### src/rtl/ultra_sequencer.sv
// Measurement sequencer for the ultrasonic sensor: clears the echo counter, fires TRIGGER,
// waits for the echo (bounded by a timeout), latches the result and spaces measurements apart.
module ultra_sequencer #(
    parameter int unsigned TRIG_CYCLES    = 10,
    parameter int unsigned TIMEOUT_CYCLES = 4000,
    parameter int unsigned HOLDOFF_CYCLES = 6000
) (
    input  logic       CLKOUT,
    input  logic       reset,
    input  logic       enable,
    input  logic [7:0] count_in,
    input  logic       calculate_in,
    output logic       TRIGGER,
    output logic       counter_reset,
    output logic [7:0] distance,
    output logic       valid,
    output logic       timeout,
    output logic       busy
);

    typedef enum logic [2:0] {
        IDLE,
        CLEAR,
        TRIG,
        WAIT,
        HOLDOFF
    } state_t;

    localparam logic [15:0] TRIG_LOAD    = 16'(TRIG_CYCLES - 1);
    localparam logic [15:0] TIMEOUT_LAST = 16'(TIMEOUT_CYCLES - 1);
    localparam logic [15:0] HOLD_LOAD    = 16'(HOLDOFF_CYCLES - 1);

    state_t      state;
    state_t      next_state;
    logic [15:0] timer;
    logic [15:0] next_timer;
    logic        done;
    logic        echo;

    // TRIG and HOLDOFF count down to zero; WAIT counts up so the timeout compare is a constant.
    // NOTE: every combinational output gets a default first so no path leaves it unassigned (no latch).
    always_comb begin
        next_state = state;
        next_timer = timer;
        done       = 1'b0;
        echo       = 1'b0;
        case (state)
            IDLE: begin
                if (enable) next_state = CLEAR;
            end
            CLEAR: begin
                next_state = TRIG;
                next_timer = TRIG_LOAD;
            end
            TRIG: begin
                if (timer == 16'd0) begin
                    next_state = WAIT;
                    next_timer = 16'd0;
                end else begin
                    next_timer = timer - 16'd1;
                end
            end
            WAIT: begin
                next_timer = timer + 16'd1;
                // An echo arriving on the timeout cycle still counts as a real result.
                if (calculate_in) begin
                    done       = 1'b1;
                    echo       = 1'b1;
                    next_state = HOLDOFF;
                    next_timer = HOLD_LOAD;
                end else if (timer == TIMEOUT_LAST) begin
                    done       = 1'b1;
                    next_state = HOLDOFF;
                    next_timer = HOLD_LOAD;
                end
            end
            HOLDOFF: begin
                if (timer == 16'd0) begin
                    next_state = enable ? CLEAR : IDLE;
                end else begin
                    next_timer = timer - 16'd1;
                end
            end
            default: begin
                next_state = IDLE;
                next_timer = 16'd0;
            end
        endcase
    end

    // Outputs are registered from next_state so they line up with the state they describe.
    // NOTE: sequential state uses non-blocking assignments so all registers update from pre-edge values.
    always_ff @(posedge CLKOUT or negedge reset) begin
        if (!reset) begin
            state         <= IDLE;
            timer         <= 16'd0;
            TRIGGER       <= 1'b0;
            counter_reset <= 1'b1;
            distance      <= 8'h00;
            valid         <= 1'b0;
            timeout       <= 1'b0;
            busy          <= 1'b0;
        end else begin
            state         <= next_state;
            timer         <= next_timer;
            TRIGGER       <= (next_state == TRIG);
            counter_reset <= (next_state == IDLE) || (next_state == CLEAR) || (next_state == HOLDOFF);
            busy          <= (next_state != IDLE);
            valid         <= done;
            if (done) begin
                distance <= echo ? count_in : 8'hFF;
                timeout  <= !echo;
            end
        end
    end

endmodule

### config.mk
export PLATFORM = sky130hd
export DESIGN_NAME = ultra_sequencer
export DESIGN_NICKNAME = d
export VERILOG_FILES = /design/src/rtl/ultra_sequencer.sv
export SDC_FILE = /design/constraint.sdc
export NUM_CORES = 1
export LEC_CHECK = 0
export ABC_AREA = 1
export CORE_MARGIN = 10
export CORE_UTILIZATION = 41
export CTS_CLUSTER_SIZE = 24
export DETAILED_ROUTE_END_ITERATION = 7
export PLACE_DENSITY = 0.72
export SYNTH_ARGS = -nofsm -noshare
export SYNTH_HDL_FRONTEND = slang
export SYNTH_SLANG_ARGS = --single-unit
### constraint.sdc
create_clock -name CLKOUT -period 1.9 [get_ports CLKOUT]
set_input_delay 0.19 -clock CLKOUT [delete_from_list [all_inputs] [get_ports CLKOUT]]
set_output_delay 0.19 -clock CLKOUT [all_outputs]
set_load 0.03 [all_outputs]
**Word-level counts from Yosys, hierarchy flattened**

Index checks and enable logic that the tools add are counted.

- Register bits: 32
- Bits of input ports: 12
- Logic and storage cells: 46

- $add $sub $neg: 2
- Equality and inequality tests: 9
- Mux-type cells: 18
- Bitwise gates (word level): 1
- Reduce and logical (&&, ||, !) cells: 8

Operators by type and width:

| operator | number |
|---|---|
| $pmux W16 S5 | 1 |
| $mux W16 | 4 |
| $add A16 B1 Y16 const B | 1 |
| $eq A16 B12 Y1 const B | 1 |
| $logic_not A16 Y1 | 1 |
| $sub A16 B1 Y16 const B | 1 |
| $mux W3 | 5 |
| $pmux W3 S5 | 1 |
| $eq A3 B2 Y1 const B | 3 |
| $mux W8 | 1 |
| $eq A3 B1 Y1 const B | 2 |
| $eq A3 B3 Y1 const B | 2 |
| $logic_not A3 Y1 | 2 |
| $mux W1 | 6 |
| $reduce_bool A3 Y1 | 1 |
| $logic_or A1 B1 Y1 | 2 |
| $ne A2 B2 Y1 const B | 1 |
| $reduce_and A2 Y1 | 1 |
| $logic_not A1 Y1 | 1 |
| $not A1 Y1 | 1 |

**Logic depth before layout (Yosys ltp)**

- Depth after elaboration: 7
- Gate-level depth with buffers: 13
- Depth with buffers taken out: 12

**Worst setup path after synthesis**

Ideal clock, no wire load.

- Kind: register -> register
- Start point: register timer[0]
- End point: register timer[9]
- Setup time: 117 ps
- Arrival time: 1,418 ps
- Data required time: 1,783 ps
- Path slack: 365 ps
- Cell stages (with the launch flop): 13
- Buffers on the path: 1
- Cells stage by stage: dfrtp_1 inv_1 ha_1 nand2_1 nor2_4 nand2_4 nand3_2 nand2_2 buf_6 nand2_1 nand3_1 nand2_1 nand2_1

- Longest elaborated chain between the ends: 4
- Elaborated cells on any way between the ends: 11
- Those cells by class: add/sub (2); eq/ne (2); mux (5); reduce/logical (2)

RTL lines:

| element | RTL line | source |
|---|---|---|
| start: declaration | 35 | `logic [15:0] timer;` |
| start signal: assignment | 105 | `timer <= next_timer;` |
| $add A16 B1 Y16 or $eq A16 B12 Y1 (tied branches) | 64, 71 |  |
| $mux W16 | 71 | `end else if (timer == TIMEOUT_LAST) begin` |
| $mux W16 | 66 | `if (calculate_in) begin` |
| $pmux W16 S5 | 47 | `case (state)` |

Parallel ways exist; a longest one is shown, timed or not. The select of a mux whose other input is x is not followed.
A chain may end at the register's enable or synchronous reset.

**Worst setup path after layout**

- Start point: register timer[0]
- End point: register TRIGGER

- Longest elaborated chain between the ends: 5
- Elaborated cells on any way between the ends: 8
- Those cells by class: eq/ne (2); mux (5); reduce/logical (1)

RTL lines:

| element | RTL line | source |
|---|---|---|
| $eq A16 B12 Y1 | 71 |  |
| $mux W3 | 71 |  |
| $mux W3 | 66 |  |
| $pmux W3 S5 (*) | 47 |  |
| net next_state[0] | 34 | `state_t next_state;` |
| $eq A3 B2 Y1 (*) | 106 | `TRIGGER <= (next_state == TRIG);` |
| end signal: assignment | 106 |  |
| end: declaration | 13 | `output logic TRIGGER,` |

Mark *: on every way through the listed nets, which the timed path passes. The rest lies on a longest branch.

==> summary.md <==
| Metric | Value |
|---|---|
| Outcome | `completed` |
| Remaining antenna violation count after routing | `0` |
| Total of warnings raised by yosys | `0` |
| Sum of routed wire length over all layers | `5.960 mm` |
| CTS Root Cell | `sky130_fd_sc_hd__clkbuf_8` |
| Critical Path Sink Type | `register` |
| Switching fraction of total power | `0.4993` |
| Worst max-slew margin expressed relative to the limit | `0.7156` |
| Total number of nets in the final design | `396` |
| Crit start category | `register` |
| Synthesized flop and latch total | `32` |
| FP Rows | `28` |
| Post-DR wirelength/cell | `13.04 µm` |
| Worst-case setup margin in the final layout | `0.1684 ns` |
| Mean Syn Cell Area | `6.955 µm²` |
| Reg2Reg Launch Point | `timer[0]$_DFFE_PN0P_` |
| Maximum achievable frequency | `577.5 MHz` |
| Count of mapped cells out of synthesis | `351` |
| Number of buffers between clock root and the deepest sink | `2` |
| Core area | `5851 µm²` |
| Internal power | `2.479 mW` |
| Proportion of synthesized chip area in sequential cells | `0.3285` |
| Max capacitance violation total | `0` |
| Crit path arrival time | `1.92 ns` |
| Worst setup timing slack at the placement stage | `0.1093 ns` |
| Cts hold-fix bufs | `0` |
| Vias in the first global route | `2145` |
| Number of H-tree branching levels | `2` |
| Routability congestion estimate from global placement | `0.9107` |
| Final sum of negative setup slack | `0 ns` |
| Port Buffer Count | `24` |
| Die Y-Extent | `97.16 µm` |
| Number of library cell types mapped by synthesis | `31` |
| Die area | `9440 µm²` |
| Setup repair after global routing missed its margin | `false` |
| Library cell with the largest summed area after synthesis | `sky130_fd_sc_hd__dfrtp_1` |
| Nets in the synthesized netlist | `366` |
| Iter 0 DRT Violations | `212` |
| Number of CTS-inserted buffers | `5` |
| Vias | `2289` |
| Remaining DRCs | `0` |
| Synth-to-layout area growth | `17.94%` |
| Actual slew at the worst max-slew pin | `0.4266 ns` |
| Post-CTS Setup Bufs | `0` |
| Synthesized cell area | `2441 µm²` |
| Largest net degree at the start of global routing | `33` |
| Number of iterations in the first detailed-routing pass | `4` |
| Number of hold violations in the final report | `0` |
| Source-to-sink clock delay at the later pin of the worst-skew pair | `0.29 ns` |
| Horizontal die dimension | `97.16 µm` |
| Area share of the largest cell type after synthesis | `0.3178` |
| Tightest hold margin | `0.2966 ns` |
| Wire length of the first global-routing pass | `10.36 mm` |
| Starting Density | `0.4172` |
| Hold WC Path Type | `in2async` |
| Clk pwr share | `0.133` |
| Overflow after GRT | `0` |
| Combinational power share | `0.614` |
| CTS tree | `built` |
| Max-slew violations | `0` |
| Vias per cell | `5.009` |
| Most area-consuming cells after synthesis | `sky130_fd_sc_hd__dfrtp_1 (32%), sky130_fd_sc_hd__nand2_1 (20%), sky130_fd_sc_hd__nand3_1 (5.7%)` |
| Leakage power | `1.461 nW` |
| Final min period | `1.732 ns` |
| Num Clock Sinks | `32` |
| FF-to-FF End | `TRIGGER$_DFF_PN0_` |
| Antenna diode count | `0` |
| Worst endpoint required time | `2.09 ns` |
| Share of final-layout standard cells stronger than drive strength 1 | `0.1649` |
| Clock slew at the register clock pins of the worst setup and hold paths | `0.07 ns` |
| Sequential share of power | `0.253` |
| # IOs | `25` |
| Max Clock Skew | `0.004956 ns` |
| Ratio of final minimum period to clock period | `0.9114` |
| Half-perimeter wire length of the detailed placement result | `4.410 mm` |
| Overall global routing resource usage | `0.1319` |
| WS Path Type | `reg2reg` |
| Setup Viol. Count Final | `0` |
| Net switching power | `2.473 mW` |
| Pwr Density | `1720 nW/µm²` |
| Register-to-register path setup slack | `0.17 ns` |
| Initial antenna violation count | `0` |
| Worst vdd rail ir drop | `1.019 mV` |
| Biggest fanout along the worst timing path | `7` |
| FF-to-FF path depth | `12` |
[cell usage in the layout, fill, tap and decap left out, types with 2 or more instances in the layout]
cell	synthesis	final
sky130_fd_sc_hd__a21oi_1	2	2
sky130_fd_sc_hd__buf_4	1	9
sky130_fd_sc_hd__clkbuf_8	0	5
sky130_fd_sc_hd__clkdlybuf4s50_1	0	24
sky130_fd_sc_hd__clkinv_2	1	2
sky130_fd_sc_hd__dfrtp_1	31	31
sky130_fd_sc_hd__ha_1	3	2
sky130_fd_sc_hd__inv_1	29	29
sky130_fd_sc_hd__inv_2	7	7
sky130_fd_sc_hd__nand2_1	127	127
sky130_fd_sc_hd__nand2_2	9	9
sky130_fd_sc_hd__nand2_4	6	6
sky130_fd_sc_hd__nand3_1	28	27
sky130_fd_sc_hd__nand3_2	1	2
sky130_fd_sc_hd__nand4_1	7	7
sky130_fd_sc_hd__nor2_1	28	26
sky130_fd_sc_hd__nor2_2	9	11
sky130_fd_sc_hd__nor2_4	4	4
sky130_fd_sc_hd__nor3_1	2	2
sky130_fd_sc_hd__o21ai_0	11	11
sky130_fd_sc_hd__o21ai_1	9	9
sky130_fd_sc_hd__o22a_1	8	8
sky130_fd_sc_hd__xnor2_1	2	2
sky130_fd_sc_hd__xor2_1	10	10
[worst max-delay path by stage]
stage                                        to                 start  cells past startpoint  slack [ns]
after detailed placement      TRIGGER$_DFF_PN0_  timer[0]$_DFFE_PN0P_                     12        0.11
after global placement        TRIGGER$_DFF_PN0_  timer[0]$_DFFE_PN0P_                     12        0.13
final                         TRIGGER$_DFF_PN0_  timer[0]$_DFFE_PN0P_                     12        0.17
after floorplan            timer[9]$_DFFE_PN0P_  timer[0]$_DFFE_PN0P_                     12        0.37
after CTS                     TRIGGER$_DFF_PN0_  timer[0]$_DFFE_PN0P_                     12         0.1
after global routing      timer[14]$_DFFE_PN0P_  timer[1]$_DFFE_PN0P_                     12        0.01
[logic make-up (layout without fill, tap and decap cells)]
logic type / Yosys count / after routing / share of synthesized area
flops: 32 / 32 / 0.3285
simple gates: 224 / 224 / 0.4336
xor+xnor: 12 / 12 / 0.04305
fa+ha+maj: 3 / 3 / 0.01538
compound gates: 31 / 31 / 0.08047
buf+inv: 49 / 80 / 0.09892
[metal layers]
layer,share of wire,wire (µm),global-route usage,vias up
li1,-,-,-,1169
met1,0.46,2769,0.1641,1050
met2,0.44,2594,0.1996,63
met3,0.087,521,0.05334,7
met4,0.012,74,0.04654,0
met5,0,0,0,-
[flip-flops by register name, indices dropped and copies added, names as in the netlist]
| signal | count |
|---|---|
| timer | 16 |
| distance | 8 |
| state | 3 |
| TRIGGER | 1 |
| busy | 1 |
| counter_reset | 1 |
| timeout | 1 |
| valid | 1 |
[power groups by stage]
stage / logic, mW / clock network (mW) / registers [mW]
global route: 3.45 / 0.701 / 1.29
detailed placement: 3.05 / 0 / 1.25
CTS: 3.06 / 0.681 / 1.24
floorplan: 2.11 / 0 / 1.42
finish: 3.04 / 0.659 / 1.25
global placement: 3.00 / 0 / 1.24
[per-stage QoR]
step | utilization | cells | total power, mW | area, µm²
2_1_floorplan | - | 351 | 3.530 | 2441
5_1_grt | 0.4921 | 457 | 5.444 | 2879
3_5_place_dp | 0.4716 | 449 | 4.293 | 2759
4_1_cts | 0.4899 | 457 | 4.985 | 2867
3_3_place_gp | 0.4716 | 449 | 4.248 | 2759
6_report | 0.4921 | 457 | 4.952 | 2879
[cell type report]
type / instances / area [µm²]
Clock inverter: 2 / 35.03
Inverter: 39 / 157.7
Fill cell: 575 / 2972
Sequential cell: 32 / 802.0
Multi-Input combinational cell: 270 / 1410
Tap cell: 75 / 93.84
Clock buffer: 6 / 72.57
Timing Repair Buffer: 33 / 307.8
[critical path: stages, from the launching register on]
cell,delay (ns)
sky130_fd_sc_hd__dfrtp_1,0.38
sky130_fd_sc_hd__buf_4,0.16
sky130_fd_sc_hd__ha_2,0.22
sky130_fd_sc_hd__nand3_2,0.11
sky130_fd_sc_hd__nor2_2,0.07
sky130_fd_sc_hd__nand2_4,0.12
sky130_fd_sc_hd__nand2_8,0.09
sky130_fd_sc_hd__nor2_8,0.22
sky130_fd_sc_hd__inv_6,0.05
sky130_fd_sc_hd__nand2_4,0.06
sky130_fd_sc_hd__clkinv_4,0.05
sky130_fd_sc_hd__nand2_4,0.06
sky130_fd_sc_hd__nor2_2,0.03
[cell usage after synthesis, drive strengths merged]
cell    instances
a21oi           2
buf            10
clkinv          2
dfrtp          31
dfstp           1
ha              3
inv            37
nand2         143
nand3          29
nand3b          1
nand4           7
nor2           42
nor3            2
o21ai          21
o22a            8
xnor2           2
xor2           10
[repair_timing]
action	CTS	global route
setup endpoints to repair	0	5
resized for setup	0	4
hold endpoints to repair	0	0
Note: power is estimated with default switching activity, not from simulation.
